==> config.mk <==
export PLATFORM = sky130hd
export DESIGN_NAME = line_fetcher
export DESIGN_NICKNAME = d
export VERILOG_FILES = /design/src/rtl/line_fetcher.sv
export SDC_FILE = /design/constraint.sdc
export NUM_CORES = 1
export LEC_CHECK = 0
export ABC_AREA = 1
export BUFFER_PORTS_ARGS = -buffer_cell sky130_fd_sc_hd__clkbuf_2
export CAP_MARGIN = 25
export CORE_MARGIN = 2
export CORE_UTILIZATION = 55
export CTS_CLUSTER_SIZE = 12
export DETAILED_ROUTE_END_ITERATION = 10
export PLACE_DENSITY = 0.93
export SYNTH_ARGS = -nofsm -noshare
export SYNTH_HDL_FRONTEND = slang
export SYNTH_SLANG_ARGS = --single-unit
==> constraint.sdc <==
create_clock -name clk -period 4.7 [get_ports clk]
set_input_delay 0.47 -clock clk [delete_from_list [all_inputs] [get_ports clk]]
set_output_delay 0.47 -clock clk [all_outputs]
set_load 0.01 [all_outputs]
==> src/rtl/line_fetcher.sv <==
// line_fetcher: copies one display line from SDRAM into one half of the line
// buffer. The line is read as BURST_LEN-word bursts, and the frame generator
// gets a toggle acknowledge once the whole line has been written.
module line_fetcher #(
  parameter int WORDS_PER_LINE = 640,
  parameter int BURST_LEN      = 8
) (
  input  logic        clk,
  input  logic        reset,
  input  logic        g_req,
  output logic        g_ack,
  input  logic        g_cache_row,
  input  logic [9:0]  g_sdram_row,
  output logic        mem_req,
  input  logic        mem_ack,
  output logic [19:0] mem_addr,
  input  logic        mem_rvalid,
  input  logic [15:0] mem_rdata,
  output logic        wr_en,
  output logic [10:0] wr_address,
  output logic [15:0] wr_data,
  output logic        busy
);

  localparam int BCW = (BURST_LEN > 1) ? $clog2(BURST_LEN) : 1;

  localparam logic [1:0] S_IDLE = 2'd0;
  localparam logic [1:0] S_REQ  = 2'd1;
  localparam logic [1:0] S_DATA = 2'd2;
  localparam logic [1:0] S_DONE = 2'd3;

  localparam logic [9:0]     LAST_WORD = 10'(WORDS_PER_LINE - 1);
  localparam logic [BCW-1:0] LAST_BEAT = BCW'(BURST_LEN - 1);

  logic [1:0]     state;
  logic           req_lat;
  logic           cache_lat;
  logic [9:0]     row_lat;
  logic [9:0]     word_cnt;
  logic [BCW-1:0] burst_cnt;

  // Stage p0: the word returned by SDRAM, registered once before the buffer write
  logic           vld_p0;
  logic [15:0]    data_p0;
  logic           cap_p0;
  logic           beat_last;

  // The final beat of a burst is being written now, so nothing more belongs to this burst
  assign beat_last = vld_p0 && (burst_cnt == LAST_BEAT);
  // Only words that arrive during DATA are captured; anything else is stray traffic
  assign cap_p0    = mem_rvalid && (state == S_DATA) && !beat_last;

  assign wr_en      = vld_p0;
  assign wr_data    = data_p0;
  assign wr_address = {cache_lat, word_cnt};
  assign busy       = (state != S_IDLE);

  // Capture returned read words; reset drops any word still in flight
  always_ff @(posedge clk) begin
    if (reset) begin
      vld_p0  <= 1'b0;
      data_p0 <= '0;
    end else begin
      vld_p0 <= cap_p0;
      if (cap_p0) begin
        data_p0 <= mem_rdata;
      end
    end
  end

  // Fetch sequencer: latch the request, issue bursts, count written words, acknowledge
  always_ff @(posedge clk) begin
    if (reset) begin
      state     <= S_IDLE;
      g_ack     <= 1'b0;
      mem_req   <= 1'b0;
      mem_addr  <= '0;
      req_lat   <= 1'b0;
      cache_lat <= 1'b0;
      row_lat   <= '0;
      word_cnt  <= '0;
      burst_cnt <= '0;
    end else begin
      case (state)
        S_IDLE: begin
          if (g_req != g_ack) begin
            req_lat   <= g_req;
            cache_lat <= g_cache_row;
            row_lat   <= g_sdram_row;
            word_cnt  <= '0;
            burst_cnt <= '0;
            mem_req   <= 1'b1;
            mem_addr  <= {g_sdram_row, 10'd0};
            state     <= S_REQ;
          end
        end
        S_REQ: begin
          if (mem_ack) begin
            mem_req <= 1'b0;
            state   <= S_DATA;
          end
        end
        S_DATA: begin
          if (vld_p0) begin
            if (burst_cnt == LAST_BEAT) begin
              burst_cnt <= '0;
              if (word_cnt == LAST_WORD) begin
                // Hold the counter on the last word so the address never leaves the line
                state <= S_DONE;
              end else begin
                word_cnt <= word_cnt + 10'd1;
                mem_req  <= 1'b1;
                mem_addr <= {row_lat, word_cnt + 10'd1};
                state    <= S_REQ;
              end
            end else begin
              word_cnt  <= word_cnt + 10'd1;
              burst_cnt <= burst_cnt + BCW'(1);
            end
          end
        end
        S_DONE: begin
          g_ack <= req_lat;
          state <= S_IDLE;
        end
        default: state <= S_IDLE;
      endcase
    end
  end

endmodule

## Word-level counts from Yosys, hierarchy flattened

Index checks and enable logic that the tools add are counted.

| cells by class | value |
|---|---|
| bitwise gates (word level) | 0 |
| shift operators | 0 |
| reduce and logical (&&, ||, !) cells | 14 |
| muxes and demuxes | 26 |
| div/mod/pow operators | 0 |
| $mul | 0 |
| add/sub/neg operators | 2 |
| order comparisons | 0 |
| eq/ne operators | 12 |

Operator list:

| operator | count |
|---|---|
| 20-bit 2-to-1 mux | 4 |
| 10-bit 2-to-1 mux | 4 |
| 20-bit one-hot mux with 2 select lines | 1 |
| 10-bit one-hot mux with 2 select lines | 1 |
| 10-bit by 1-bit adder with 10-bit output, second input constant | 1 |
| 10-bit == test, second input constant | 1 |
| 2-bit 2-to-1 mux | 5 |
| 2-bit != test, second input constant | 5 |
| 3-bit 2-to-1 mux | 3 |
| 2-bit one-hot mux with 4 select lines | 1 |
| 4-bit AND reduction | 2 |
| 3-bit one-hot mux with 2 select lines | 1 |
| 6-bit AND reduction | 1 |
| 1-bit 2-to-1 mux | 5 |
| 5-bit AND reduction | 1 |
| 2-bit == test, second input constant | 2 |
| 2-bit nonzero test | 2 |
| 3-bit by 1-bit adder with 3-bit output, second input constant | 1 |
| 3-bit == test, second input constant | 1 |
| 1-bit logical AND | 3 |
| 3-bit != test, second input constant | 1 |
| 1-bit one-hot mux with 3 select lines | 1 |
| 3-bit AND reduction | 1 |
| 3-bit nonzero test | 1 |
| 5 further kinds | 5 |

| storage, ports and cells | value |
|---|---|
| bits in writable memories | 0 |
| memories | 0 |
| memory bits (read-only) | 0 |
| register bits after elaboration | 66 |
| word-level logic and storage cells | 65 |
| bits in latches | 0 |
| output and inout port bits | 51 |

## Logic depth before layout (Yosys ltp)

| depth | value |
|---|---|
| depth in word-level cells | 5 |
| gate-level depth with buffers | 10 |

## Least setup slack after synthesis

No wires, ideal clock.

| timing | value |
|---|---|
| path type | reg-to-reg |
| start | register word_cnt[0] |
| end | register word_cnt[0] |
| stages on the path, launching flop included | 11 |
| path slack | 2.991 ns |
| arrival | 1.597 ns |
| clock period less this slack | 1.709 ns |
| cell sequence | dfxtp_1 ha_1 nand2_1 nor2_1 nand2_2 nor2_4 nand2_4 nand2_4 inv_2 nor2_1 nor2_1 |

| between the ends | value |
|---|---|
| cells in the longest elaborated chain, start to end | 5 |
| elaborated cells on any way between the ends | 8 |
| those cells by class | add/sub: 1; eq/ne: 2; mux: 4; reduce/logical: 1 |

RTL lines:

| element | line | source |
|---|---|---|
| from (decl) | 39 | `logic [9:0] word_cnt;` |
| from (signal assigned) | 111 | `word_cnt <= word_cnt + 10'd1;` |
| from (signal assigned) | 117 | `word_cnt <= word_cnt + 10'd1;` |
| 10-bit by 1-bit adder with 10-bit output | 111, 117 |  |
| 10-bit 2-to-1 mux | 107 | `if (word_cnt == LAST_WORD) begin` |
| 10-bit 2-to-1 mux | 105 | `if (burst_cnt == LAST_BEAT) begin` |
| 10-bit 2-to-1 mux | 104 | `if (vld_p0) begin` |
| 10-bit one-hot mux with 2 select lines | 84 | `case (state)` |

Parallel ways exist; a longest one is shown, timed or not. The select of a mux whose other input is x is not followed.
A chain may end at the register's enable or synchronous reset.

## Worst setup path in the final report

| timing | value |
|---|---|
| start | register state[1] |
| end | register mem_addr[1] |

| between the ends | value |
|---|---|
| cells in the longest elaborated chain, start to end | 3 |
| elaborated cells on any way between the ends | 9 |
| those cells by class | eq/ne: 5; mux: 1; reduce/logical: 3 |

RTL lines:

| element | line | source |
|---|---|---|
| from (decl) | 35 | `logic [1:0] state;` |
| from (signal assigned) | 74 | `state <= S_IDLE;` |
| from (signal assigned) | 94 | `state <= S_REQ;` |
| from (signal assigned) | 100 | `state <= S_DATA;` |
| 2-bit == test / 2-bit zero test (equally long branches) | 84 |  |
| 2-bit != test (no line) / 2-bit nonzero test (equally long branches) | n/a |  |
| 5-bit AND reduction (no line) | n/a |  |
| to (signal assigned) | 93 | `mem_addr <= {g_sdram_row, 10'd0};` |
| to (signal assigned) | 113 | `mem_addr <= {row_lat, word_cnt + 10'd1};` |
| to (decl) | 16 | `output logic [19:0] mem_addr,` |

Parallel ways exist; a longest one is shown, timed or not.

==> metrics.log <==
INFO  metric totalWireLength = 6620 um
INFO  metric cp_num_buf_inv = 0
INFO  metric dpl.hpwl = 4730 um
INFO  metric die_area = 5880 um2
INFO  metric vdd_drop_max = 246 uV
INFO  metric vias_per_cell = 5.02
INFO  metric power_per_cell_area = 389 nW/um2
INFO  metric total_power = 1.35 mW
INFO  metric routability_driven_placement_congestion_ratio = 0.899
INFO  metric ys.warnings.count = 0
INFO  metric grt_pass1_vias = 2,569
INFO  metric timing.max_slew.rel_slack = 64.5%
INFO  metric synth_enable_flop_cells = 0
INFO  metric tritoncts = built
INFO  metric finalSetupTns = 0 ns
INFO  metric initial_core_util = 56.9%
INFO  metric grt_usage = 23.1%
INFO  metric synth_top_cells_by_count = 109 x sky130_fd_sc_hd__nor2_1, 72 x sky130_fd_sc_hd__nand2_1, 66 x sky130_fd_sc_hd__dfxtp_1
INFO  metric end_kind = flop
INFO  metric layout-drive-gt1-share = 22.2%
INFO  metric timing.hold.ws = 0.387 ns
INFO  metric crit_path_max_fanout = 25
INFO  metric post_cts_resized = 0
INFO  metric finish.net_count = 530
INFO  metric tightestPinTransition = 0.531 ns
INFO  metric pwr-share-seq = 48.9%
INFO  metric rsz0062_at_grt = false
INFO  metric syn2layout_area_growth = 19.8%
INFO  metric timing.critical_path.cells = nor2_2, nand3_2, nand2_4, nand2_1, nor2_4, nand2_1, nand2_1, nor2_1
INFO  metric setup_violation_total_in_the_final_timing_report = 0
INFO  metric globalRouteOverflowTotal = 0
INFO  metric ys_top_cells_by_area = sky130_fd_sc_hd__dfxtp_1 45%, sky130_fd_sc_hd__nor2_1 14%, sky130_fd_sc_hd__o21ai_0 9.5%
INFO  metric most_frequently_used_flop_master_after_synthesis = sky130_fd_sc_hd__dfxtp_1
INFO  metric synth_seq_area_share = 45.5%
INFO  metric number_of_different_library_cells_in_the_post_synthesis_netlist = 21
INFO  metric comb_power_share = 21.0%
INFO  metric layout_worst_path_cycle_share = 46.2%
INFO  metric die_w = 76.7 um
INFO  metric core-area = 5110 um2
INFO  metric crit_path_frequent_cell = sky130_fd_sc_hd__nand2_1
INFO  metric rows = 26
INFO  metric arrival = 2.40 ns
INFO  metric grt_first_pass_wirelength = 11,000 um
INFO  metric clk_transition_reported_paths = 0.07 ns
INFO  metric clock_tree.buffer_depth = 2
INFO  metric synth-async-reset-ratio = 0%
INFO  metric synthesis.area = 2910 um2
INFO  metric num_io_pins = 83
INFO  metric synth_top_area_cell = sky130_fd_sc_hd__dfxtp_1
INFO  metric avgSynthCellArea = 6.92 um2
INFO  metric die_h = 76.7 um
INFO  metric cts_setup_buffers = 0
INFO  metric p_switching = 0.424 mW
INFO  metric leakagePower = 1.67 nW
INFO  metric post-route-drc-count = 0
INFO  metric power.share.clock = 30.1%
INFO  metric critical_path.max_stage_delay = 0.41 ns
INFO  metric synth_most_common_cell = sky130_fd_sc_hd__nor2_1
INFO  metric antenna_left = 0
INFO  metric switching_share = 31.3%
INFO  metric detail_route.first_pass.iterations = 5
INFO  metric cpLargestDelayFamily = simple AND/OR/NAND/NOR gates
INFO  metric route.detailed.wl_per_inst = 11.6 um
INFO  metric hold_path.class = in2reg
INFO  metric hold_viol = 0
INFO  metric n_antenna_cell = 0
INFO  metric worst_clock_skew = 0.00738 ns
INFO  metric dr.first_iter.drc_count = 209
INFO  metric grt_max_degree = 42
INFO  metric crit_type = reg2reg
INFO  metric portBuffers = 82
INFO  metric timing.max_cap.violations = 0
INFO  metric p_int = 0.929 mW
INFO  metric mappedNetlistNets = 455
INFO  metric worst_path_max_delay_cell = sky130_fd_sc_hd__nor2_4
INFO  metric timing.final.crit_period = 2.17 ns
INFO  metric max_freq = 461 MHz
INFO  metric cts.sink_count = 66
INFO  metric clock_latency_at_the_later_pin_of_the_worst_skew_pair = 0.33 ns
INFO  metric mapped_cells = 420
INFO  metric synth_seq_cells = 66
INFO  metric crit_path_start_kind = flop
INFO  metric clock-root-buffer = sky130_fd_sc_hd__clkbuf_8
INFO  metric synth_top_area_share = 45.5%
INFO  metric num_vias = 2,864
INFO  metric h-tree-depth = 3
INFO  metric tritoncts.num_buffers = 9
INFO  metric crit_required = 4.92 ns
INFO  metric final-max-slew-violation-count = 0
INFO  metric outcome = completed
INFO  metric cts_hold_buffers = 0
INFO  metric antenna_found_initial = 0
-- sequential cells by signal (all words and copies together), names as in the netlist --
register	count
mem_addr	20
state	2
cache_lat	1
mem_req	1
burst_cnt	3
g_ack	1
req_lat	1
wr_data	16
row_lat	10
word_cnt	10
wr_en	1
-- kinds of logic after synthesis --
| kind of cell | synth area share (%) |
|---|---|
| compound gates | 14.3 |
| fa+ha+maj | 1.29 |
| buf+inv | 8.35 |
| flops | 45.5 |
| simple gates | 30.6 |
-- per-stage QoR --
step	cell area, um2	util [%]	setup WS, ns	std cells
5_1_grt	3480	68.2	2.25	570
3_5_place_dp	3320	64.9	2.44	554
4_1_cts	3480	68.2	2.54	570
2_1_floorplan	2910	-	2.99	420
6_report	3480	68.2	2.53	570
3_3_place_gp	3320	64.9	2.57	554
-- cell type report --
cell class / instances / area [um2]
Inverter: 39 / 146
Tap cell: 70 / 87.6
Fill cell: 440 / 1630
Clock inverter: 2 / 12.5
Clock buffer: 14 / 153
Timing Repair Buffer: 83 / 418
Sequential cell: 66 / 1320
Multi-Input combinational cell: 296 / 1340
-- power by group through the flow --
stage / sequential, mW / clock, mW / combinational [mW]
2_1_floorplan: 0.686 / 0 / 0.182
5_1_grt: 0.668 / 0.436 / 0.327
6_report: 0.663 / 0.407 / 0.284
3_5_place_dp: 0.673 / 0 / 0.283
3_3_place_gp: 0.672 / 0 / 0.272
4_1_cts: 0.661 / 0.413 / 0.286
-- worst min-delay path, stage by stage --
cell	delay, ns
sky130_fd_sc_hd__clkbuf_2	0.07
sky130_fd_sc_hd__o21ai_0	0.07
sky130_fd_sc_hd__nor2_1	0.07
-- path summary, 6_finish.rpt --
path | startpoint | endpoint | slack [ns] | cells after the start
worst min register to register | cache_lat$_SDFFE_PP0P_ | cache_lat$_SDFFE_PP0P_ | 0.45 | 2
worst max register to register | state[1]$_SDFFE_PP0P_ | mem_addr[1]$_SDFFE_PP0P_ | 2.53 | 8
worst max-delay path | state[1]$_SDFFE_PP0P_ | mem_addr[1]$_SDFFE_PP0P_ | 2.53 | 8
worst min-delay path | mem_rdata[6] | wr_data[6]$_SDFFE_PP0P_ | 0.39 | 3
-- cell usage in the layout, fill, tap and decap left out, types with 3 or more instances in the layout --
| cell | netlist | routed |
|---|---|---|
| sky130_fd_sc_hd__nand2_1 | 72 | 72 |
| sky130_fd_sc_hd__nand3_2 | 3 | 3 |
| sky130_fd_sc_hd__nand2_4 | 3 | 3 |
| sky130_fd_sc_hd__clkbuf_8 | 0 | 10 |
| sky130_fd_sc_hd__o21ai_0 | 55 | 55 |
| sky130_fd_sc_hd__nor2_4 | 3 | 3 |
| sky130_fd_sc_hd__nor2_1 | 109 | 109 |
| sky130_fd_sc_hd__dfxtp_1 | 66 | 66 |
| sky130_fd_sc_hd__nand3_1 | 16 | 16 |
| sky130_fd_sc_hd__inv_1 | 36 | 36 |
| sky130_fd_sc_hd__a21oi_1 | 25 | 25 |
| sky130_fd_sc_hd__clkbuf_1 | 10 | 4 |
| sky130_fd_sc_hd__clkbuf_2 | 0 | 82 |
| sky130_fd_sc_hd__inv_2 | 3 | 3 |
| sky130_fd_sc_hd__ha_1 | 3 | 3 |
-- per-layer routing --
layer  vias up  global-route usage (%)  share of wire [%]
met3        15                    6.35                7.5
met1      1246                    26.9                 43
met4         0                    13.1                2.2
met5         -                       0                  0
li1       1476                       -                  -
met2       127                    38.2                 48
Power figures use the tool's default switching activity.
